`config.mk`:
```
export PLATFORM = sky130hd
export DESIGN_NAME = exmem_stage
export DESIGN_NICKNAME = d
export VERILOG_FILES = /design/src/rtl/pipe_stage_skid_pkg.sv /design/src/rtl/exmem_stage.sv /design/src/rtl/pipe_stage_skid_slot.sv /design/src/rtl/pipe_stage_skid.sv
export SDC_FILE = /design/constraint.sdc
export NUM_CORES = 1
export LEC_CHECK = 0
export ABC_CLOCK_PERIOD_IN_PS = 3400
export CORE_UTILIZATION = 49
export DETAILED_ROUTE_END_ITERATION = 8
export GPL_TIMING_DRIVEN = 0
export HOLD_SLACK_MARGIN = 0.06
export PLACE_DENSITY = 0.79
export SLEW_MARGIN = 20
export SYNTH_ARGS = -nofsm -noshare
export SYNTH_HDL_FRONTEND = slang
export SYNTH_SLANG_ARGS = --single-unit
```
`constraint.sdc`:
```
create_clock -name i_clk -period 3.4 [get_ports i_clk]
set_input_delay 0.51 -clock i_clk [delete_from_list [all_inputs] [get_ports i_clk]]
set_output_delay 0.51 -clock i_clk [all_outputs]
set_load 0.02 [all_outputs]
```
`src/rtl/pipe_stage_skid_pkg.sv`:
```
// Shared pipeline constants: default widths, EX/MEM field layout and its bubble clear mask.
package pipe_stage_skid_pkg;

  localparam int BITS_SIZE         = 32;
  localparam int BITS_REGS         = 5;
  localparam int BITS_DATA_DEFAULT = 64;

  typedef struct packed {
    logic reg_write;
    logic mem_read;
    logic mem_write;
    logic mem_to_reg;
  } exmem_ctrl_t;

  localparam int BITS_EXMEM_CTRL = $bits(exmem_ctrl_t);

  // EX/MEM layout, LSB first: ctrl | rd | store data | alu result
  localparam int EXMEM_OFF_CTRL  = 0;
  localparam int EXMEM_OFF_RD    = EXMEM_OFF_CTRL + BITS_EXMEM_CTRL;
  localparam int EXMEM_OFF_STORE = EXMEM_OFF_RD + BITS_REGS;
  localparam int EXMEM_OFF_ALU   = EXMEM_OFF_STORE + BITS_SIZE;
  localparam int BITS_EXMEM      = EXMEM_OFF_ALU + BITS_SIZE;

  localparam logic [BITS_EXMEM-1:0] EXMEM_CLEAR_MASK =
    {{(BITS_EXMEM - BITS_EXMEM_CTRL){1'b0}}, {BITS_EXMEM_CTRL{1'b1}}};

  function automatic logic [BITS_EXMEM-1:0] exmem_pack(
    input exmem_ctrl_t          ctrl,
    input logic [BITS_REGS-1:0] rd,
    input logic [BITS_SIZE-1:0] store_data,
    input logic [BITS_SIZE-1:0] alu_result
  );
    return {alu_result, store_data, rd, ctrl};
  endfunction

endpackage

```
`src/rtl/exmem_stage.sv`:
```
// EX/MEM wrapper: packs named fields into a skid stage so bubbles carry no memory/WB controls.
module exmem_stage
  import pipe_stage_skid_pkg::*;
(
  input  logic                 i_clk,
  input  logic                 i_reset,
  input  logic                 i_step,
  input  logic                 i_flush,
  input  logic                 i_valid,
  input  exmem_ctrl_t          i_ctrl,
  input  logic [BITS_REGS-1:0] i_rd,
  input  logic [BITS_SIZE-1:0] i_store_data,
  input  logic [BITS_SIZE-1:0] i_alu_result,
  output logic                 o_ready,
  output logic                 o_valid,
  output exmem_ctrl_t          o_ctrl,
  output logic [BITS_REGS-1:0] o_rd,
  output logic [BITS_SIZE-1:0] o_store_data,
  output logic [BITS_SIZE-1:0] o_alu_result,
  input  logic                 i_ready
);

  logic [BITS_EXMEM-1:0] data_in, data_out;

  assign data_in = exmem_pack(i_ctrl, i_rd, i_store_data, i_alu_result);

  pipe_stage_skid #(
    .BITS_DATA  (BITS_EXMEM),
    .CLEAR_MASK (EXMEM_CLEAR_MASK)
  ) u_stage (
    .i_clk   (i_clk),
    .i_reset (i_reset),
    .i_step  (i_step),
    .i_flush (i_flush),
    .i_valid (i_valid),
    .i_data  (data_in),
    .o_ready (o_ready),
    .o_valid (o_valid),
    .o_data  (data_out),
    .i_ready (i_ready)
  );

  assign o_ctrl       = data_out[EXMEM_OFF_CTRL +: BITS_EXMEM_CTRL];
  assign o_rd         = data_out[EXMEM_OFF_RD +: BITS_REGS];
  assign o_store_data = data_out[EXMEM_OFF_STORE +: BITS_SIZE];
  assign o_alu_result = data_out[EXMEM_OFF_ALU +: BITS_SIZE];

endmodule

```
`src/rtl/pipe_stage_skid_slot.sv`:
```
// One valid+payload register; clear drops only the valid bit so the payload stays visible.
module pipe_slot #(
  parameter int BITS_DATA = 64
) (
  input  logic                 i_clk,
  input  logic                 i_reset,
  input  logic                 i_clear,
  input  logic                 i_load,
  input  logic                 i_drop,
  input  logic [BITS_DATA-1:0] i_data,
  output logic                 o_valid,
  output logic [BITS_DATA-1:0] o_data
);

  always_ff @(posedge i_clk) begin
    if (i_reset) begin
      o_valid <= 1'b0;
      o_data  <= '0;
    end else if (i_clear) begin
      o_valid <= 1'b0;
    end else if (i_load) begin
      o_valid <= 1'b1;
      o_data  <= i_data;
    end else if (i_drop) begin
      o_valid <= 1'b0;
    end
  end

endmodule

```
`src/rtl/pipe_stage_skid.sv`:
```
// Generic pipeline stage register with a two-entry skid buffer, debug step gating and masked flush.
module pipe_stage_skid
  import pipe_stage_skid_pkg::*;
#(
  parameter int                   BITS_DATA  = BITS_DATA_DEFAULT,
  parameter logic [BITS_DATA-1:0] CLEAR_MASK = {BITS_DATA{1'b1}}
) (
  input  logic                 i_clk,
  input  logic                 i_reset,
  input  logic                 i_step,
  input  logic                 i_flush,
  input  logic                 i_valid,
  input  logic [BITS_DATA-1:0] i_data,
  output logic                 o_ready,
  output logic                 o_valid,
  output logic [BITS_DATA-1:0] o_data,
  input  logic                 i_ready
);

  logic                 main_valid, skid_valid;
  logic [BITS_DATA-1:0] main_data, skid_data, main_next;
  logic                 in_fire, out_fire;
  logic                 main_load, main_drop, skid_load, skid_drop;
  logic                 ready_q;

  assign in_fire   = i_valid & ready_q & i_step;
  assign out_fire  = main_valid & i_ready & i_step;
  assign main_next = skid_valid ? skid_data : i_data;

  always_comb begin
    main_load = 1'b0;
    main_drop = 1'b0;
    skid_load = 1'b0;
    skid_drop = 1'b0;
    if (i_step) begin
      if (skid_valid && out_fire) begin
        main_load = 1'b1;
        skid_drop = 1'b1;
      end else if (!skid_valid && (!main_valid || out_fire)) begin
        main_load = in_fire;
        main_drop = !in_fire;
      end else if (!skid_valid && in_fire) begin
        skid_load = 1'b1;
      end
    end
  end

  pipe_slot #(.BITS_DATA(BITS_DATA)) u_main (
    .i_clk   (i_clk),
    .i_reset (i_reset),
    .i_clear (i_flush),
    .i_load  (main_load),
    .i_drop  (main_drop),
    .i_data  (main_next),
    .o_valid (main_valid),
    .o_data  (main_data)
  );

  pipe_slot #(.BITS_DATA(BITS_DATA)) u_skid (
    .i_clk   (i_clk),
    .i_reset (i_reset),
    .i_clear (i_flush),
    .i_load  (skid_load),
    .i_drop  (skid_drop),
    .i_data  (i_data),
    .o_valid (skid_valid),
    .o_data  (skid_data)
  );

  // Dedicated flop tracking !skid_valid so upstream sees ready with no logic in front of it.
  always_ff @(posedge i_clk) begin
    if (i_reset || i_flush) begin
      ready_q <= 1'b1;
    end else if (skid_load) begin
      ready_q <= 1'b0;
    end else if (skid_drop) begin
      ready_q <= 1'b1;
    end
  end

  assign o_ready = ready_q;
  assign o_valid = main_valid;
  assign o_data  = main_valid ? main_data : (main_data & ~CLEAR_MASK);

endmodule

```
==> reports/results.txt <==
Status = complete, no violations
P_sw = 1.09 mW
Max VDD drop = 368 uV
DIE WIDTH = 128 microns
Non-Filler Instances = 1319
Final setup margin = 1.12 ns
Req. time, crit path = 2.89 ns
Io pins = 154
Unrepaired setup endpoints after global routing = no
CTS HTree Levels = 4
CTS clk-pin slew, worst paths = 0.06 ns
Max incr delay on CP = 0.61 ns
Synth warn = 0
Worst path top cell family by delay = buffers and inverters
Sw frac = 24.2%
Post-detail-place hpwl = 14500 microns
Worst R2R Setup Slack = 1.37 ns
FFs w/ async S/R, synth = 0%
CTS tree = built
Drt total wl = 21100 microns
Worst hold path type = reg2reg
Pre-antenna DRT Iters = 8
Grt ovf = 0
Largest net degree at the start of global routing = 17
Placed cells = 1287
Vias in the first global route = 6723
Layout cells sized above 1 = 17.0%
Synth Instances = 925
Slew Limit Fails = 0
Core area = 15300 sq um
CP max stage cell = clkdlybuf4s50_1
DRT iter0 DRCs = 678
PostCTS Resize Cnt = 0
Worst slew margin = 43.3%
Leak Pwr = 3.46 nW
Clock latency on the worst-skew pair = 0.43 ns
Nets@finish = 1174
Setup TNS = 0 ns
Postcts setup bufs = 0
Worst r2r src = u_stage.u_main.o_valid
R2r worst-path depth = 6
Crit start category = flip-flop
Wire per inst = 16.0 microns
Setup CP Type = reg2out
DR vias/cell = 5.41
Diodes inserted = 0
Critical path endpoint category = primary output
Initial Utilization = 50.6%
First-pass GRT wire length = 33500 microns
Flops & latches, synth = 149
Critical Path AT = 1.77 ns
Antenna-violating nets left = 0
Post-route minimum period = 2.28 ns
PwrDens = 444 nW/um^2
Comb power frac = 14.6%
Dpl cell area = 9520 sq um
Initial antenna violation count = 0
Worst path buffer plus inverter count = 2
Die area = 16300 sq um
CTS max path bufs = 2
Power Internal = 3.42 mW
Final Wtd Congestion = 0.814
Endpoints failing setup = 0
Clk sink count = 149
Critical Path Sink = o_ctrl[0]
Die Ht = 128 microns
Reg-to-Reg End = u_stage.u_main.o_data[30]
CP Depth = 3
Vias = 7130
Synth Net Count = 1004
Root Buffer = clkbuf_16
Max Fclk = 0.439 GHz
Syn Area/Cell = 8.37 sq um
Post-synthesis cell area = 7740 sq um
Register area share after synthesis = 38.5%
Hold_buf cts = 0
Layout area overhead = 31.1%
Pre-CTS setup slack = 0.932 ns
Crit path from = u_stage.u_main.o_valid
CP Max Fanout = 10
GRT Overall Usage = 26.1%
Number of flops mapped to enable cells by yosys = 0
Filler cell count = 1295
Sequential Power Share = 40.4%
DRC violation count after routing = 0
Port-buffer cells = 151
Crit share post-route = 67.0%
Clk_skew = 0.00539 ns
Clock network fraction of design power = 45.0%
Worst-Margin Slew = 0.850 ns
Cell variety after synth = 28
FP Rows = 45
TritonCTS Buffers = 17
Main synth FF type = dfxtp_1
Final Cell Area = 10200 sq um
Worst-path cell chain = buf_4 -> and2_1 -> clkdlybuf4s50_1
Number of max-cap violations = 0
Final hold vios = 0
-- stage by stage --
stage	hold slack (ns)	utilization (%)	total power, mW
3_5_place_dp	0.453	62.2	2.51
3_3_place_gp	0.451	62.2	2.51
4_1_cts	0.462	66.3	4.51
5_1_grt	0.475	66.3	4.62
6_report	0.460	66.3	4.51
2_1_floorplan	0.438	-	2.25
-- synth_stat cells (2+ instances only) --
cell type	number	share of area (%)
nand3b_1	2	0.19
nand4b_1	2	0.23
buf_1	11	0.53
buf_2	7	0.45
nor3_1	74	4.8
and4b_1	2	0.26
and2_1	4	0.32
nand3_1	73	4.7
a21oi_1	75	4.8
clkbuf_1	70	3.4
a221oi_1	3	0.34
inv_1	73	3.5
o21ai_0	147	9.5
a221oi_2	70	14
dfxtp_1	149	39
buf_6	8	1.2
buf_4	70	6.8
nor2_1	2	0.097
nor2b_1	74	6.0
-- flip-flops by register name, indices dropped and copies added (netlist names) --
name                    count
u_stage.u_main.o_data      73
u_stage.u_main.o_valid      1
u_stage.u_skid.o_data      73
u_stage.o_ready             1
u_stage.u_skid.o_valid      1
-- cells by family (layout without fill, tap and decap cells) --
logic type	Yosys count	in the layout	synth area share, %
buf+inv	240	423	15.9
compound gates	297	297	28.5
flops	149	149	38.5
simple gates	239	239	17.1
-- how the worst min path moves through the flow --
stage | startpoint | end | slack (ns) | cells after the start
6_report | u_stage.u_main.o_data[33] | u_stage.u_main.o_data[33] | 0.46 | 2
5_1_grt | u_stage.u_main.o_data[31] | u_stage.u_main.o_data[31] | 0.47 | 2
4_1_cts | u_stage.u_main.o_data[33] | u_stage.u_main.o_data[33] | 0.46 | 2
3_5_place_dp | u_stage.u_main.o_data[33] | u_stage.u_main.o_data[33] | 0.45 | 2
3_3_place_gp | u_stage.u_main.o_data[27] | u_stage.u_main.o_data[27] | 0.45 | 2
2_1_floorplan | u_stage.u_main.o_data[2] | u_stage.u_main.o_data[2] | 0.44 | 2
-- layout make-up --
cell class / count / area (sq um) / area share (%)
plain buffers: 167 / 960 / 9.45
well taps: 211 / 264 / 2.60
flip-flops and latches: 149 / 2980 / 29.4
repair buffers: 151 / 1510 / 14.9
multi-input cells: 536 / 3530 / 34.7
clock buffers: 22 / 484 / 4.77
clock inverters: 10 / 150 / 1.48
inverters: 73 / 274 / 2.70
-- worst register-to-register path, stage by stage, from the launching register on --
cell      delay, ns
dfxtp_1        0.34
buf_4          0.18
nand2_1        0.08
clkbuf_1       0.48
clkbuf_1       0.39
o21ai_0        0.18
a221oi_2       0.29
-- cells in the final DEF (no fill, tap or decap), types with 3 or more instances in the layout --
cell             Yosys  layout
a221oi_2            70      70
bufinv_16            0       4
buf_4               70      70
nor2b_1             74      74
clkbuf_16            0      17
clkbuf_1            70      71
buf_1               11      11
clkdlybuf4s50_1      0     151
a221oi_1             3       3
clkbuf_8             0       4
inv_1               73      73
a21oi_1             75      75
o21ai_0            147     147
buf_2                7       7
nand3_1             73      73
and2_1               4       4
nor3_1              74      74
clkinv_2             0       6
dfxtp_1            149     149
buf_6                8       8
-- per-layer routing --
metal | vias to the layer above | global-route usage, % | share of wire (%)
met5 | - | 0 | 0
li1 | 3530 | - | -
met4 | 0 | 11.9 | 2.8
met2 | 253 | 42.4 | 47
met1 | 3303 | 33.7 | 45
met3 | 44 | 5.01 | 5.5
-- power groups by stage --
stage	combinational, mW	clock, mW	sequential, mW
after global placement	0.647	0	1.86
after global routing	0.703	2.09	1.83
after detailed placement	0.650	0	1.86
after CTS	0.655	2.04	1.82
final	0.658	2.03	1.82
after floorplan	0.394	0	1.85
Power figures use the tool's default switching activity.
